--- src/rtl/reset_seq_pkg.sv ---
// Shared types, reset values and counter sizing for the reset sequencer.
package reset_seq_pkg;

  typedef enum logic [1:0] {
    WAIT_LOCK = 2'd0,
    HOLD      = 2'd1,
    RELEASE   = 2'd2,
    RUN       = 2'd3
  } state_t;

  localparam logic RST_ASSERTED  = 1'b1;
  localparam logic RUNNING_RESET = 1'b0;
  localparam logic WD_FIRE_RESET = 1'b0;
  localparam logic SYNC_RESET    = 1'b0;

  // One counter width covers the hold time, the last release slot and the watchdog limit.
  function automatic int cnt_width(input int hold, input int channels,
                                   input int stagger, input int watchdog);
    int m;
    m = hold;
    if ((channels - 1) * stagger + 1 > m) m = (channels - 1) * stagger + 1;
    if (watchdog > m) m = watchdog;
    return $clog2(m + 1);
  endfunction

endpackage

--- src/rtl/reset_seq_sync.sv ---
// Multi-flop synchroniser for the asynchronous PLL lock level; clears to 0 on reset.
module reset_seq_sync
  import reset_seq_pkg::*;
#(
  parameter int SYNC_STAGES = 2
) (
  input  logic clk,
  input  logic rst,
  input  logic level,
  output logic synced
);

  logic [SYNC_STAGES-1:0] stages;

  always_ff @(posedge clk or posedge rst) begin
    if (rst) begin
      stages <= {SYNC_STAGES{SYNC_RESET}};
    end else begin
      stages <= {stages[SYNC_STAGES-2:0], level};
    end
  end

  assign synced = stages[SYNC_STAGES-1];

endmodule

--- src/rtl/reset_sequencer.sv ---
// Staggered per-core reset release with lock-loss and soft re-sequencing.
// Optional watchdog enabled by defining RESET_SEQ_WATCHDOG_EN.
module reset_sequencer
  import reset_seq_pkg::*;
#(
  parameter int CHANNELS        = 4,
  parameter int HOLD_CYCLES     = 63,
  parameter int STAGGER_CYCLES  = 4,
  parameter int SYNC_STAGES     = 2,
  parameter int WATCHDOG_CYCLES = 1024
) (
  input  logic                Clock,
  input  logic                Reset,
  input  logic                iLocked,
  input  logic                iSoftReset,
  input  logic                iKick,
  output logic [CHANNELS-1:0] oReset,
  output logic                oRunning,
  output logic                oWdFire
);

  localparam int               CNT_W       = cnt_width(HOLD_CYCLES, CHANNELS,
                                                       STAGGER_CYCLES, WATCHDOG_CYCLES);
  localparam logic [CNT_W-1:0] CNT_MAX     = '1;
  localparam logic [CNT_W-1:0] HOLD_LAST   = CNT_W'(HOLD_CYCLES - 1);
  localparam logic [CNT_W-1:0] LAST_SLOT   = CNT_W'((CHANNELS - 1) * STAGGER_CYCLES);
  localparam bit               ALL_AT_ONCE = (STAGGER_CYCLES == 0) || (CHANNELS == 1);

  state_t              state, state_next;
  logic [CNT_W-1:0]    cnt, cnt_next, cnt_inc;
  logic [CHANNELS-1:0] reset_next;
  logic                running_next;
  logic                fire_next;
  logic                lock_sync;
  logic                wd_expire;

  reset_seq_sync #(
    .SYNC_STAGES(SYNC_STAGES)
  ) u_sync (
    .clk   (Clock),
    .rst   (Reset),
    .level (iLocked),
    .synced(lock_sync)
  );

`ifdef RESET_SEQ_WATCHDOG_EN
  localparam logic [CNT_W-1:0] WD_LAST = CNT_W'(WATCHDOG_CYCLES - 1);
  logic [CNT_W-1:0] wd_cnt, wd_cnt_next;

  always_comb begin
    wd_cnt_next = '0;
    wd_expire   = 1'b0;
    if (state == RUN && !iKick) begin
      if (wd_cnt == WD_LAST) wd_expire = 1'b1;
      else                   wd_cnt_next = wd_cnt + CNT_W'(1);
    end
  end

  always_ff @(posedge Clock or posedge Reset) begin
    if (Reset) wd_cnt <= '0;
    else       wd_cnt <= wd_cnt_next;
  end
`else
  logic unused_kick;
  assign unused_kick = iKick;
  assign wd_expire   = 1'b0;
`endif

  // Saturating so a long hold can never wrap back into an early release.
  assign cnt_inc = (cnt == CNT_MAX) ? cnt : cnt + CNT_W'(1);

  always_comb begin
    state_next   = state;
    cnt_next     = cnt;
    reset_next   = oReset;
    running_next = oRunning;
    fire_next    = 1'b0;

    if (state != WAIT_LOCK && !lock_sync) begin
      state_next   = WAIT_LOCK;
      cnt_next     = '0;
      reset_next   = {CHANNELS{RST_ASSERTED}};
      running_next = RUNNING_RESET;
    end else if ((state == RELEASE || state == RUN) && (iSoftReset || wd_expire)) begin
      state_next   = HOLD;
      cnt_next     = '0;
      reset_next   = {CHANNELS{RST_ASSERTED}};
      running_next = RUNNING_RESET;
      fire_next    = wd_expire;
    end else begin
      case (state)
        WAIT_LOCK: begin
          cnt_next     = '0;
          reset_next   = {CHANNELS{RST_ASSERTED}};
          running_next = RUNNING_RESET;
          if (lock_sync) state_next = HOLD;
        end
        HOLD: begin
          if (cnt == HOLD_LAST) begin
            cnt_next = '0;
            if (ALL_AT_ONCE) begin
              reset_next   = '0;
              running_next = 1'b1;
              state_next   = RUN;
            end else begin
              reset_next[0] = 1'b0;
              state_next    = RELEASE;
            end
          end else begin
            cnt_next = cnt_inc;
          end
        end
        RELEASE: begin
          cnt_next = cnt_inc;
          for (int k = 1; k < CHANNELS; k++) begin
            if (cnt_inc >= CNT_W'(k * STAGGER_CYCLES)) reset_next[k] = 1'b0;
          end
          if (cnt_inc >= LAST_SLOT) begin
            running_next = 1'b1;
            state_next   = RUN;
          end
        end
        RUN: begin
          reset_next   = '0;
          running_next = 1'b1;
        end
        default: begin
          state_next   = WAIT_LOCK;
          cnt_next     = '0;
          reset_next   = {CHANNELS{RST_ASSERTED}};
          running_next = RUNNING_RESET;
        end
      endcase
    end
  end

  always_ff @(posedge Clock or posedge Reset) begin
    if (Reset) begin
      state    <= WAIT_LOCK;
      cnt      <= '0;
      oReset   <= {CHANNELS{RST_ASSERTED}};
      oRunning <= RUNNING_RESET;
      oWdFire  <= WD_FIRE_RESET;
    end else begin
      state    <= state_next;
      cnt      <= cnt_next;
      oReset   <= reset_next;
      oRunning <= running_next;
      oWdFire  <= fire_next;
    end
  end

endmodule

--- config.mk ---
export PLATFORM = sky130hd
export DESIGN_NAME = reset_sequencer
export DESIGN_NICKNAME = d
export VERILOG_FILES = /design/src/rtl/reset_seq_pkg.sv /design/src/rtl/reset_seq_sync.sv /design/src/rtl/reset_sequencer.sv
export SDC_FILE = /design/constraint.sdc
export NUM_CORES = 1
export LEC_CHECK = 0
export ABC_AREA = 1
export BUFFER_PORTS_ARGS = -buffer_cell sky130_fd_sc_hd__clkbuf_2
export CORE_MARGIN = 5
export CORE_UTILIZATION = 40
export CTS_BUF_LIST = sky130_fd_sc_hd__clkbuf_4 sky130_fd_sc_hd__clkbuf_8
export DETAILED_ROUTE_END_ITERATION = 8
export SYNTH_ARGS = -nofsm -noshare
export SYNTH_HDL_FRONTEND = slang
export SYNTH_SLANG_ARGS = --single-unit
export TNS_END_PERCENT = 50
--- constraint.sdc ---
create_clock -name Clock -period 2 [get_ports Clock]
set_input_delay 0 -clock Clock [delete_from_list [all_inputs] [get_ports Clock]]
set_output_delay 0 -clock Clock [all_outputs]
set_load 0.05 [all_outputs]
# Yosys cells after proc, flatten, opt, wreduce, memory -nomap -nowiden
# Cells that the tools add are included.
[totals] ff_bits=20 in_bits=5 output_inout_bits=6 word_cells=59
[op_classes] n_addsub=1 magnitude_cmp=3 eq_ne=10 muxes=23 reduce_logical=14
[ops] cell="two-way mux 11 bit" n=4
[ops] cell="one-hot mux 11 bit (3 select lines)" n=1
[ops] cell=">= comparator 11 x 4 -> 1 bit (second input constant)" n=2
[ops] cell="nonzero test 5 bit" n=3
[ops] cell="inequality test 4 x 2 -> 1 bit (second input constant)" n=3
[ops] cell="adder 11 x 1 -> 11 bit (second input constant)" n=1
[ops] cell="== test 11 bit (second input constant)" n=1
[ops] cell="== test 11 x 6 -> 1 bit (second input constant)" n=1
[ops] cell=">= comparator 11 x 3 -> 1 bit (second input constant)" n=1
[ops] cell="two-way mux 2 bit" n=5
[ops] cell="one-hot mux 3 bit (3 select lines)" n=1
[ops] cell="two-way mux 4 bit" n=2
[ops] cell="AND reduction 2 bit" n=4
[ops] cell="two-way mux 1 bit" n=7
[ops] cell="one-hot mux 1 bit (3 select lines)" n=2
[ops] cell="one-hot mux 2 bit (3 select lines)" n=1
[ops] cell="== test 2 bit (second input constant)" n=2
[ops] cell="inequality test 4 x 3 -> 1 bit (second input constant)" n=1
[ops] cell="inequality test 4 bit (second input constant)" n=1
[ops] cell="AND reduction 4 bit" n=1
[ops] cell="== test 2 x 1 -> 1 bit (second input constant)" n=1
[ops] cell="logical AND 1 bit" n=2
[ops] cell="zero test 2 bit" n=1
[ops] cell="nonzero test 2 bit" n=1
[ops] cell="other kinds (2)" n=2

# Depth between registers and ports, before layout
# Gate-level depths: netlist (run 1).
[depth] ltp_word=7 depth_mapped=12 ltp_nobuf=12

# Cells and area by module
# A second synthesis (run 1) with hierarchy kept.
[unflattened] hier_cells=180 area_unflattened_um2=1340.0
[modules_own_cells] module="reset_sequencer" n_inst=1 cells_each=177 area_each_um2=1286.2 seq_area_each_um2=455.4
[modules_own_cells] module="reset_seq_sync" n_inst=1 cells_each=3 area_each_um2=53.8 seq_area_each_um2=50.0

# Worst setup path after synthesis (run 1)
# No wires, ideal clock.
[synth_timing] path_type="register -> register" startpoint="register state[0]" endpoint="register cnt[8]" setup_time_ns=0.082 arrival_ns=1.654 t_required_ns=1.918 setup_slack_ns=0.263 path_stages_with_launch=12 path_buffers=0 period_less_slack_ns=1.737 path_cell_list="dfrtp_1 > inv_1 > ha_1 > nor2_1 > nor2_1 > inv_1 > nand2_1 > nor2_1 > nand2_1 > nor2_1 > inv_1 > o22ai_1"
[synth_between] elab_chain_len=5 word_cells_on_any_way=12 cone_classes="eq/ne (3); mux (3); reduce/logical (6)"
[synth_rtl] item="start: declaration" line="reset_sequencer.sv:29" source="state_t state, state_next;"
[synth_rtl] item="start signal: assignment" line="reset_sequencer.sv:145" source="state <= state_next;"
[synth_rtl] item="parallel branches: the longest is 5 deep, another holds one-hot mux 11 bit (3 select lines)"
[synth_rtl] item="end signal: assignment" line="reset_sequencer.sv:146" source="cnt <= cnt_next;"
[synth_rtl] item="end: declaration" line="reset_sequencer.sv:30" source="logic [CNT_W-1:0] cnt, cnt_next, cnt_inc;"
# Several ways; the timed one is not identified.
# A chain may end at the register's enable or synchronous reset.

# Final worst setup path (run 1)
[layout_timing] startpoint="register state[0]" endpoint="register cnt[0]"
# The elaborated chain is that of the path after synthesis.

==> results.sh, run 1 <==
export IMPL_status="finished clean"
export IMPL_synthArstFlopShare=1.00
export IMPL_ys_flop_type="dfrtp_1"
export IMPL_syn2layout_area_growth_pct=15.3
export IMPL_reg2reg_to="cnt[0]"
export IMPL_crit_path_start="state[0]"
export IMPL_io_pins=11
export IMPL_powerDensity_nw_per_um2=1160
export IMPL_end_kind="flip-flop"
export IMPL_clk_pin_slew_worst_paths_ps=120
export IMPL_final_cells=240
export IMPL_synthDominantCellAreaShare=0.308
export IMPL_num_rows=20
export IMPL_clock_skew_ps=2.60
export IMPL_cts_path_max_buffers=2
export IMPL_cp_start_kind="flip-flop"
export IMPL_start_util=0.423
export IMPL_grt_pass1_vias=1134
export IMPL_holdWs_ps=28.0
export IMPL_hold_viol_final=0
export IMPL_rr_worst_depth=7
export IMPL_critPathKind="flip-flop to flip-flop"
export IMPL_dp_cells=233
export IMPL_cts_htree_levels=1
export IMPL_grt_overflow_total=0
export IMPL_place_ws_ps=153
export IMPL_worstPathArrival_ps=2050
export IMPL_p_int_mw=0.941
export IMPL_period_share=0.923
export IMPL_synth_area_sq_um=1300
export IMPL_final_max_slew_viol_count=0
export IMPL_track_usage=0.146
export IMPL_drt_pass1_iter_count=4
export IMPL_yosysSeqAreaShare=0.388
export IMPL_ir_worst_vdd_uv=759
export IMPL_setup_viol=0
export IMPL_fmax_mhz=541
export IMPL_p_leak_nw=0.746
export IMPL_drive_above_1_share=0.184
export IMPL_hpwl_microns=2210
export IMPL_synth_edf_count=0
export IMPL_vias_per_cell=4.83
export IMPL_clk_latency_ps=310
export IMPL_drt_iter0_markers=51
export IMPL_cts_tree="yes"
export IMPL_pwr_share_comb=0.541
export IMPL_r2r_setup_slack_ps=150
export IMPL_fill_cells=316
export IMPL_pwr_share_seq=0.320
export IMPL_vias=1160
export IMPL_yosys_area_top_type="dfrtp_1"
export IMPL_clock_sinks=20
export IMPL_synthesis_nets=187
export IMPL_final_nets=208
export IMPL_drtAntennaViolNets=0
export IMPL_worstPathMaxFanout=7
export IMPL_core_area_sq_um=3080
export IMPL_fin_ws_ps=153
export IMPL_synth_avg_cell_area_sq_um=7.39
export IMPL_crit_path_end="cnt[0]"
export IMPL_die_h_microns=67.0
export IMPL_cts_root_buf="clkbuf_4"
export IMPL_yosys_top_cells_count="nand2_1 (55), inv_1 (19), nor2_1 (17)"
export IMPL_die_w_microns=67.0
export IMPL_maxCapViolCount=0
export IMPL_place_gp_congestion=0.878
export IMPL_p_sw_mw=0.801
export IMPL_grt_max_degree=21
export IMPL_worstMarginPinSlew_ps=788
export IMPL_synth_cells=176
export IMPL_drcViolationCount=0
export IMPL_detail_route_wl_per_cell_microns=11.7
export IMPL_synth_area_leaders="dfrtp_1 (31%), nand2_1 (16%), dfstp_2 (8.1%)"
export IMPL_p_sw_frac=0.460
export IMPL_pwr_share_clk=0.139
export IMPL_ys_warn_count=0
export IMPL_drt_wl_total_microns=2820
export IMPL_antenna_found_initial=0
export IMPL_max_slew_margin=0.474
export IMPL_min_path_type="input pin to flip-flop"
export IMPL_port_buffers=8
export IMPL_synth_cell_types=28
export IMPL_grt_pass1_wl_microns=5020
export IMPL_diodes=0
export IMPL_die_area_sq_um=4490
export IMPL_r2r_start="state[0]"
export IMPL_cts_buffers=3
export IMPL_cp_required_ps=2200
export IMPL_synth_most_common_cell="nand2_1"
export IMPL_ys_ff_latch=20
export IMPL_period_needed_ps=1850
==> worst max-delay path: stages, from the launching register on <==
cell and delay, ps:
dfrtp_1 410, buf_4 140, ha_1 270, nor4_4 400, inv_2 140, nand2_1 140
xor2_1 170, nor2_1 60
==> repair_timing <==
action	4_1_cts	5_1_grt
hold endpoints to repair	17	0
hold buffers	2	0
gates resized for setup	0	1
endpoints found under the setup margin	0	12
setup buffers	0	1
==> cell usage in the layout (no fill, tap or decap), types with 2 or more instances in the layout <==
master	n
clkbuf_2	8
clkbuf_4	3
xnor2_1	2
nor3_1	4
inv_1	19
nand3b_1	2
dlygate4sd3_1	2
xor2_1	3
nand2_1	55
nand3_1	15
nor2_2	4
nand2_2	3
dfrtp_1	16
a21oi_1	2
o21a_1	2
ha_1	6
buf_4	7
nand3_2	2
o21ai_0	8
nand4_1	3
dfstp_2	4
nor2_1	16
==> logic make-up after synthesis <==
kind of cell	Yosys count	share of synthesized area
adder cells (fa/ha/maj)	6	0.0577
XOR/XNOR	5	0.0337
AND/OR/NAND/NOR	106	0.376
AO/OA/AOI/OAI	17	0.0779
flip-flops	20	0.388
other	1	0.00288
buffers and inverters	21	0.0635
==> power groups by stage <==
stage	clock (mW)	sequential (mW)	combinational [mW]
finish	0.243	0.557	0.942
global placement	0	0.563	0.905
detailed placement	0	0.569	0.919
CTS	0.257	0.563	0.927
global route	0.272	0.573	1.05
floorplan	0	0.725	0.526
==> layout make-up <==
cell class / count / area [sq um] / area share
sequential: 20 / 505 / 0.337
inverter: 20 / 75.1 / 0.0500
timing repair buffer: 17 / 113 / 0.0751
clock buffer: 4 / 36.3 / 0.0242
tap: 44 / 55.1 / 0.0367
multi-input combinational: 135 / 716 / 0.477
==> registers in the layout (all words and copies together), names as in the netlist <==
register / cells
state: 2
oRunning: 1
oReset: 4
u_sync.stages: 2
cnt: 11
==> how the worst min path moves through the flow <==
stage	startpoint	to	slack, ps	cells past startpoint
CTS	iSoftReset	oRunning	20	4
global placement	iLocked	u_sync.stages[0]	110	1
global route	iSoftReset	oRunning	40	4
detailed placement	iLocked	u_sync.stages[0]	110	1
floorplan	Reset	cnt[0]	-40	1
finish	iSoftReset	oRunning	30	4
==> metal layers <==
metal  part of all wire  global-route usage  up-vias
met5                  0                   0        -
met4              0.012              0.0456        0
met3              0.035              0.0253        4
met2               0.49               0.247       26
met1               0.47               0.187      528
li1                   -                   -      602
==> per-stage QoR <==
stage,setup TNS [ps],power [mW],area [sq um],util
floorplan,0,1.25,1300,-
global placement,0,1.47,1430,0.466
detailed placement,0,1.49,1430,0.466
CTS,0,1.75,1490,0.484
global route,-7.97,1.90,1500,0.487
finish,0,1.74,1500,0.487
(Power assumes the default switching activity.)
==> run 2, diff against run 1 <==
--- a/config.mk
+++ b/config.mk
@@ -5,9 +5,7 @@
 export SDC_FILE = /design/constraint.sdc
 export NUM_CORES = 1
 export LEC_CHECK = 0
-export ABC_AREA = 1
 export BUFFER_PORTS_ARGS = -buffer_cell sky130_fd_sc_hd__clkbuf_2
-export CORE_MARGIN = 5
 export CORE_UTILIZATION = 40
 export CTS_BUF_LIST = sky130_fd_sc_hd__clkbuf_4 sky130_fd_sc_hd__clkbuf_8
 export DETAILED_ROUTE_END_ITERATION = 8
==> run 2 against run 1 <==
Net effect: the flow now finishes with violations (setup timing); register-to-register slack lost 350 ps; routed wire length is 36% higher; sequential share of layout area fell by 6.6 points; worst hold slack gained 200 ps; non-clock buffer count is 38 higher; clock power up 5%; synthesized cell count is 11% lower; first-iteration DRC count is 39% higher; critical path type unchanged; largest cell class unchanged; largest power group unchanged.
==> results.sh, run 2 <==
export IMPL_muxShareOfSynthArea=0.0485
export IMPL_cp_start_kind="flip-flop"
export IMPL_place_gp_congestion=0.991
export IMPL_synth_top_family_by_area="compound AO/OA/AOI/OAI gates"
export IMPL_yosys_area_top_type="dfrtp_1"
export IMPL_grt_pass1_vias=1333
export IMPL_synth_cells=156
export IMPL_synth_adder_area_share=0.0559
export IMPL_p_leak_nw=0.850
export IMPL_ir_worst_vdd_uv=1020
export IMPL_drt_pass1_iter_count=4
export IMPL_p_sw_frac=0.427
export IMPL_start_util=0.429
export IMPL_drive_above_1_share=0.379
export IMPL_end_kind="flip-flop"
export IMPL_status="finished, violations left"
export IMPL_yosys_top_cells_count="nor2_1 (20), dfrtp_1 (16), nand2_1 (14)"
export IMPL_die_h_microns=59.9
export IMPL_cp_required_ps=2210
export IMPL_setup_viol=12
export IMPL_synthArstFlopShare=1.00
export IMPL_clock_skew_ps=1.70
export IMPL_synth_cell_types=44
export IMPL_antenna_found_initial=0
export IMPL_core_area_sq_um=3130
export IMPL_grt_max_degree=21
export IMPL_synth_simple_area_share=0.190
export IMPL_worstPathMaxFanout=3
export IMPL_cts_tree="yes"
export IMPL_drcViolationCount=0
export IMPL_min_path_type="input pin to flip-flop"
export IMPL_clk_latency_ps=310
export IMPL_layout_common_cells="buf_4 (44), nor2_1 (17), dfrtp_1 (15)"
export IMPL_powerDensity_nw_per_um2=1140
export IMPL_final_max_slew_viol_count=0
export IMPL_synth_xor_area_share=0.0130
export IMPL_crit_chain="inv_1 > ha_1 > or3b_1 > o41a_1 > mux2i_1 > o21ai_1 > a31oi_2 > mux2_4"
export IMPL_busiest_layer="met2"
export IMPL_synth_area_sq_um=1340
export IMPL_vias_per_cell=5.53
export IMPL_io_pins=11
export IMPL_cts_path_max_buffers=2
export IMPL_synth_edf_count=0
export IMPL_syn2layout_area_growth_pct=39.1
export IMPL_cp_slowest_cell="dfrtp_1"
export IMPL_p_int_mw=1.22
export IMPL_ys_ff_latch=20
export IMPL_dp_cells=242
export IMPL_worstMarginPinSlew_ps=798
export IMPL_regMostFlops="cnt"
export IMPL_cts_buffers=3
export IMPL_final_area_sq_um=1870
export IMPL_ys_warn_count=0
export IMPL_pwr_share_seq=0.258
export IMPL_final_common_cell="buf_4"
export IMPL_final_nets=218
export IMPL_vias=1382
export IMPL_drtAntennaViolNets=0
export IMPL_synth_compound_area_frac=0.263
export IMPL_num_rows=20
export IMPL_grtUsageMet2=0.381
export IMPL_drt_iter0_markers=71
export IMPL_violations="setup timing"
export IMPL_worstPathArrival_ps=2410
export IMPL_track_usage=0.240
export IMPL_diodes=0
export IMPL_clk_pin_slew_worst_paths_ps=130
export IMPL_fin_ws_ps=-196
export IMPL_p_sw_mw=0.909
export IMPL_fmax_mhz=455
export IMPL_synth_most_common_cell="nor2_1"
export IMPL_cpPeakStageDelay_ps=450
export IMPL_hpwl_microns=2760
export IMPL_drt_wl_total_microns=3830
export IMPL_clock_sinks=20
export IMPL_cts_root_buf="clkbuf_4"
export IMPL_max_slew_margin=0.467
export IMPL_pwr_share_clk=0.120
export IMPL_maxCapViolCount=0
export IMPL_holdWs_ps=229
export IMPL_synthDominantCellAreaShare=0.298
export IMPL_synthesis_nets=167
export IMPL_dpl_cell_area_sq_um=1710
export IMPL_period_needed_ps=2200
export IMPL_yosysSeqAreaShare=0.377
export IMPL_period_share=1.10
export IMPL_grt_pass1_wl_microns=6310
export IMPL_grt_use_met3=0.0195
export IMPL_synth_avg_cell_area_sq_um=8.61
export IMPL_cts_htree_levels=1
export IMPL_detail_route_wl_per_cell_microns=15.3
export IMPL_rsz0062_at_grt="yes"
export IMPL_grt_util_met1=0.339
export IMPL_reg_largest_list="cnt: 11 flops, oReset: 4 flops"
export IMPL_pwr_share_comb=0.622
export IMPL_final_cells=250
export IMPL_largest_reg_flops=11
export IMPL_ys_flop_type="dfrtp_1"
export IMPL_die_area_sq_um=3590
export IMPL_die_w_microns=59.9
export IMPL_grt_overflow_total=0
export IMPL_synth_area_leaders="dfrtp_1 (30%), dfstp_2 (7.8%), ha_1 (5.6%)"
export IMPL_port_buffers=8
export IMPL_critPathKind="flip-flop to flip-flop"
export IMPL_hold_viol_final=0
## run 2: cell count changes in the layout (fill, tap and decap cells not counted), moves of 5 or more
cell / before / now
nand2_1: 55 / 14
buf_4: 7 / 44
a31oi_1: 0 / 6
a21oi_1: 2 / 10
o21ai_1: 1 / 6
inv_1: 19 / 5
nand3_1: 15 / 4
## run 2: metrics by stage
step | power (mW) | utilization | setup slack [ps] | setup TNS [ps]
after floorplan | 1.27 | - | -157 | -458
after global placement | 1.67 | 0.547 | -149 | -484
after detailed placement | 1.70 | 0.547 | -196 | -1180
after CTS | 2.04 | 0.580 | -163 | -1140
after global routing | 2.27 | 0.597 | -272 | -2910
final | 2.13 | 0.597 | -196 | -1340
## run 2: path summary, 6_finish.rpt
path,slack (ps),cells past startpoint,from,to
min in group asynchronous,350,3,Reset,oRunning
max reg2reg,-200,8,cnt[0],state[1]
max in group asynchronous,1110,3,Reset,cnt[1]
max,-200,8,cnt[0],state[1]
min reg2reg,370,0,u_sync.stages[0],u_sync.stages[1]
min,230,4,iSoftReset,cnt[9]
## run 2: cells by family (layout without fill, tap and decap cells)
kind of cell / after synthesis / count (layout)
buffers and inverters: 14 / 64
AND/OR/NAND/NOR: 55 / 55
XOR/XNOR: 2 / 2
AO/OA/AOI/OAI: 52 / 52
other: 1 / 1
multiplexers: 6 / 6
flip-flops: 20 / 20
adder cells (fa/ha/maj): 6 / 6
## run 2: cell type report
class                   instances  area [sq um]
clock buffers                   4          36.3
fillers                       276          1260
inverters                       5          18.8
multi-input cells             122           850
flip-flops and latches         20           507
well taps                      44          55.1
repair buffers                 55           402
## run 2: repair_timing
action / 4_1_cts / 5_1_grt
setup endpoints to repair: 15 / 18
pin swaps: 0 / 3
setup buffers: 2 / 0
gates resized for setup: 8 / 11
hold buffers: 2 / 0
hold endpoints to repair: 17 / 0
## run 2: metal layers
layer	wire length, microns	part of all wire
met1	1860	0.49
met5	0	0
met2	1740	0.45
met3	159	0.041
met4	68	0.018
## run 2: worst max-delay path: cells and delay by family, from the launching register on
family / cells / cell delay [ps]
adders and majority gates: 1 / 130
and+or+nand+nor: 1 / 350
muxes: 2 / 460
buffers and inverters: 1 / 80
AOI/OAI and AO/OA: 3 / 630
DFF: 1 / 450
## run 2: power by group through the flow
| stage | Combinational, mW | Sequential, mW | Clock, mW |
|---|---|---|---|
| after floorplan | 0.543 | 0.724 | 0 |
| after global placement | 1.12 | 0.549 | 0 |
| after detailed placement | 1.14 | 0.553 | 0 |
| after CTS | 1.24 | 0.546 | 0.253 |
| after global routing | 1.44 | 0.563 | 0.268 |
| final | 1.33 | 0.550 | 0.256 |
==> run 3, diff against run 2 <==
--- a/config.mk
+++ b/config.mk
@@ -5,10 +5,11 @@
 export SDC_FILE = /design/constraint.sdc
 export NUM_CORES = 1
 export LEC_CHECK = 0
-export BUFFER_PORTS_ARGS = -buffer_cell sky130_fd_sc_hd__clkbuf_2
 export CORE_UTILIZATION = 40
 export CTS_BUF_LIST = sky130_fd_sc_hd__clkbuf_4 sky130_fd_sc_hd__clkbuf_8
 export DETAILED_ROUTE_END_ITERATION = 8
+export DONT_BUFFER_PORTS = 1
+export PLACE_DENSITY = 0.51
 export SYNTH_ARGS = -nofsm -noshare
 export SYNTH_HDL_FRONTEND = slang
 export SYNTH_SLANG_ARGS = --single-unit
==> run 3 against run 2 <==
Net effect: clock-buffer cell count unchanged; sequential power increased by 30%; the flow still finishes with violations (setup timing); register-to-register slack improved by 40 ps; routed wire length decreased by 4.7%; core utilization decreased by 1.9 points; largest power group unchanged; clock skew increased by 5.5 ps.
==> results.sh, run 3 (synthesis results as in run 2) <==
export IMPL_clock_skew_ps=7.20
export IMPL_drive_above_1_share=0.369
export IMPL_min_path_type="input pin to flip-flop"
export IMPL_grt_pass1_wl_microns=6100
export IMPL_ir_worst_vdd_uv=722
export IMPL_maxCapViolCount=0
export IMPL_diodes=0
export IMPL_max_slew_margin=0.491
export IMPL_place_gp_congestion=0.867
export IMPL_cts_buffers=3
export IMPL_hpwl_microns=2690
export IMPL_cts_path_max_buffers=2
export IMPL_cts_tree="yes"
export IMPL_grt_overflow_total=0
export IMPL_port_buffers=0
export IMPL_dp_cells=229
export IMPL_cp_required_ps=2200
export IMPL_die_area_sq_um=3590
export IMPL_reg_largest_list="cnt: 11 flops, oReset: 4 flops"
export IMPL_drcViolationCount=0
export IMPL_p_leak_nw=0.809
export IMPL_start_util=0.429
export IMPL_worstMarginPinSlew_ps=763
export IMPL_period_share=1.08
export IMPL_die_h_microns=59.9
export IMPL_critPathKind="flip-flop to flip-flop"
export IMPL_fin_util=0.578
export IMPL_layout_common_cells="buf_4 (39), dfrtp_1 (16), nor2_1 (15)"
export IMPL_syn2layout_area_growth_pct=34.8
export IMPL_grt_pass1_vias=1272
export IMPL_grt_max_degree=21
export IMPL_tns_ps=-961
export IMPL_power_mw=2.01
export IMPL_end_kind="flip-flop"
export IMPL_cts_root_buf="clkbuf_4"
export IMPL_track_usage=0.232
export IMPL_rsz0062_at_grt="yes"
export IMPL_largest_reg_flops=11
export IMPL_regMostFlops="cnt"
export IMPL_worstPathArrival_ps=2360
export IMPL_die_w_microns=59.9
export IMPL_final_nets=207
export IMPL_powerDensity_nw_per_um2=1110
export IMPL_cp_start_kind="flip-flop"
export IMPL_antenna_found_initial=0
export IMPL_hold_viol_final=0
export IMPL_violations="setup timing"
export IMPL_clock_sinks=20
export IMPL_cts_htree_levels=1
export IMPL_final_max_slew_viol_count=0
export IMPL_fin_ws_ps=-155
export IMPL_drt_iter0_markers=51
export IMPL_vias_per_cell=5.35
export IMPL_drt_pass1_iter_count=4
export IMPL_period_needed_ps=2150
export IMPL_worstPathMaxFanout=3
export IMPL_clk_pin_slew_worst_paths_ps=130
export IMPL_final_common_cell="buf_4"
export IMPL_status="finished, violations left"
export IMPL_drt_wl_total_microns=3650
export IMPL_core_area_sq_um=3130
export IMPL_vias=1279
export IMPL_io_pins=11
export IMPL_drtAntennaViolNets=0
export IMPL_num_rows=20
export IMPL_fill_cells=280
export IMPL_detail_route_wl_per_cell_microns=15.3
export IMPL_setup_viol=10
export IMPL_clk_latency_ps=310
export IMPL_final_cells=239
export IMPL_fmax_mhz=464
==> run 3: changes by cell type in the layout (fill, tap and decap cells not counted), sizes merged <==
cell	delta
clkbuf	-8
buf	-3
==> run 3: repair_timing <==
action,in CTS,in global routing
setup buffers,1,4
hold buffers,2,0
gates cloned,0,0
endpoints found under the setup margin,14,16
hold endpoints to repair,17,0
resized for setup,11,13
pin swaps,1,2
==> run 3: path summary, 6_finish.rpt <==
kind                               endpoint        startpoint  slack, ps  depth (start not counted)
max in group asynchronous          state[0]             Reset       1270                          2
min in group asynchronous            cnt[1]             Reset        250                          2
setup / recovery                   state[1]            cnt[0]       -150                          8
setup reg to reg                   state[1]            cnt[0]       -150                          8
hold reg to reg            u_sync.stages[1]  u_sync.stages[0]        370                          0
hold / removal                       cnt[6]        iSoftReset         60                          3
==> run 3: through the flow <==
step / worst slack, ps / cell area [sq um] / hold slack, ps
final: -155 / 1810 / 55.6
after global routing: -267 / 1810 / 39.1
after CTS: -148 / 1730 / 48.6
after detailed placement: -124 / 1630 / 31.5
after global placement: -85.1 / 1630 / 31.5
after floorplan: -157 / 1340 / -39.1
==> run 3: area by class of cell <==
type | instances | area [sq um] | area share
multi-input cells | 122 | 853 | 0.472
flip-flops and latches | 20 | 505 | 0.279
repair buffers | 44 | 347 | 0.192
well taps | 44 | 55.1 | 0.0304
clock buffers | 4 | 30.0 | 0.0166
inverters | 5 | 18.8 | 0.0104
==> run 3: critical path, stage by stage, from the launching register on <==
cell and delay [ps]:
dfrtp_1 420, inv_1 60, ha_1 130, or3b_1 340
o41a_1 360, mux2i_1 150, o21ai_1 80, a31oi_2 180
mux2_1 330
==> run 3: power breakdown <==
group	switching, mW	internal, mW	leakage, nW
Sequential	0.206	0.508	0.257
Clock	0.137	0.0915	0.0184
Combinational	0.524	0.547	0.534
==> run 3: metal layers <==
layer / part of all wire / track usage / vias up
met5: 0 / 0 / -
met4: 0.010 / 0.0598 / 0
met3: 0.058 / 0.0281 / 5
met2: 0.46 / 0.356 / 35
met1: 0.47 / 0.342 / 588
li1: - / - / 651
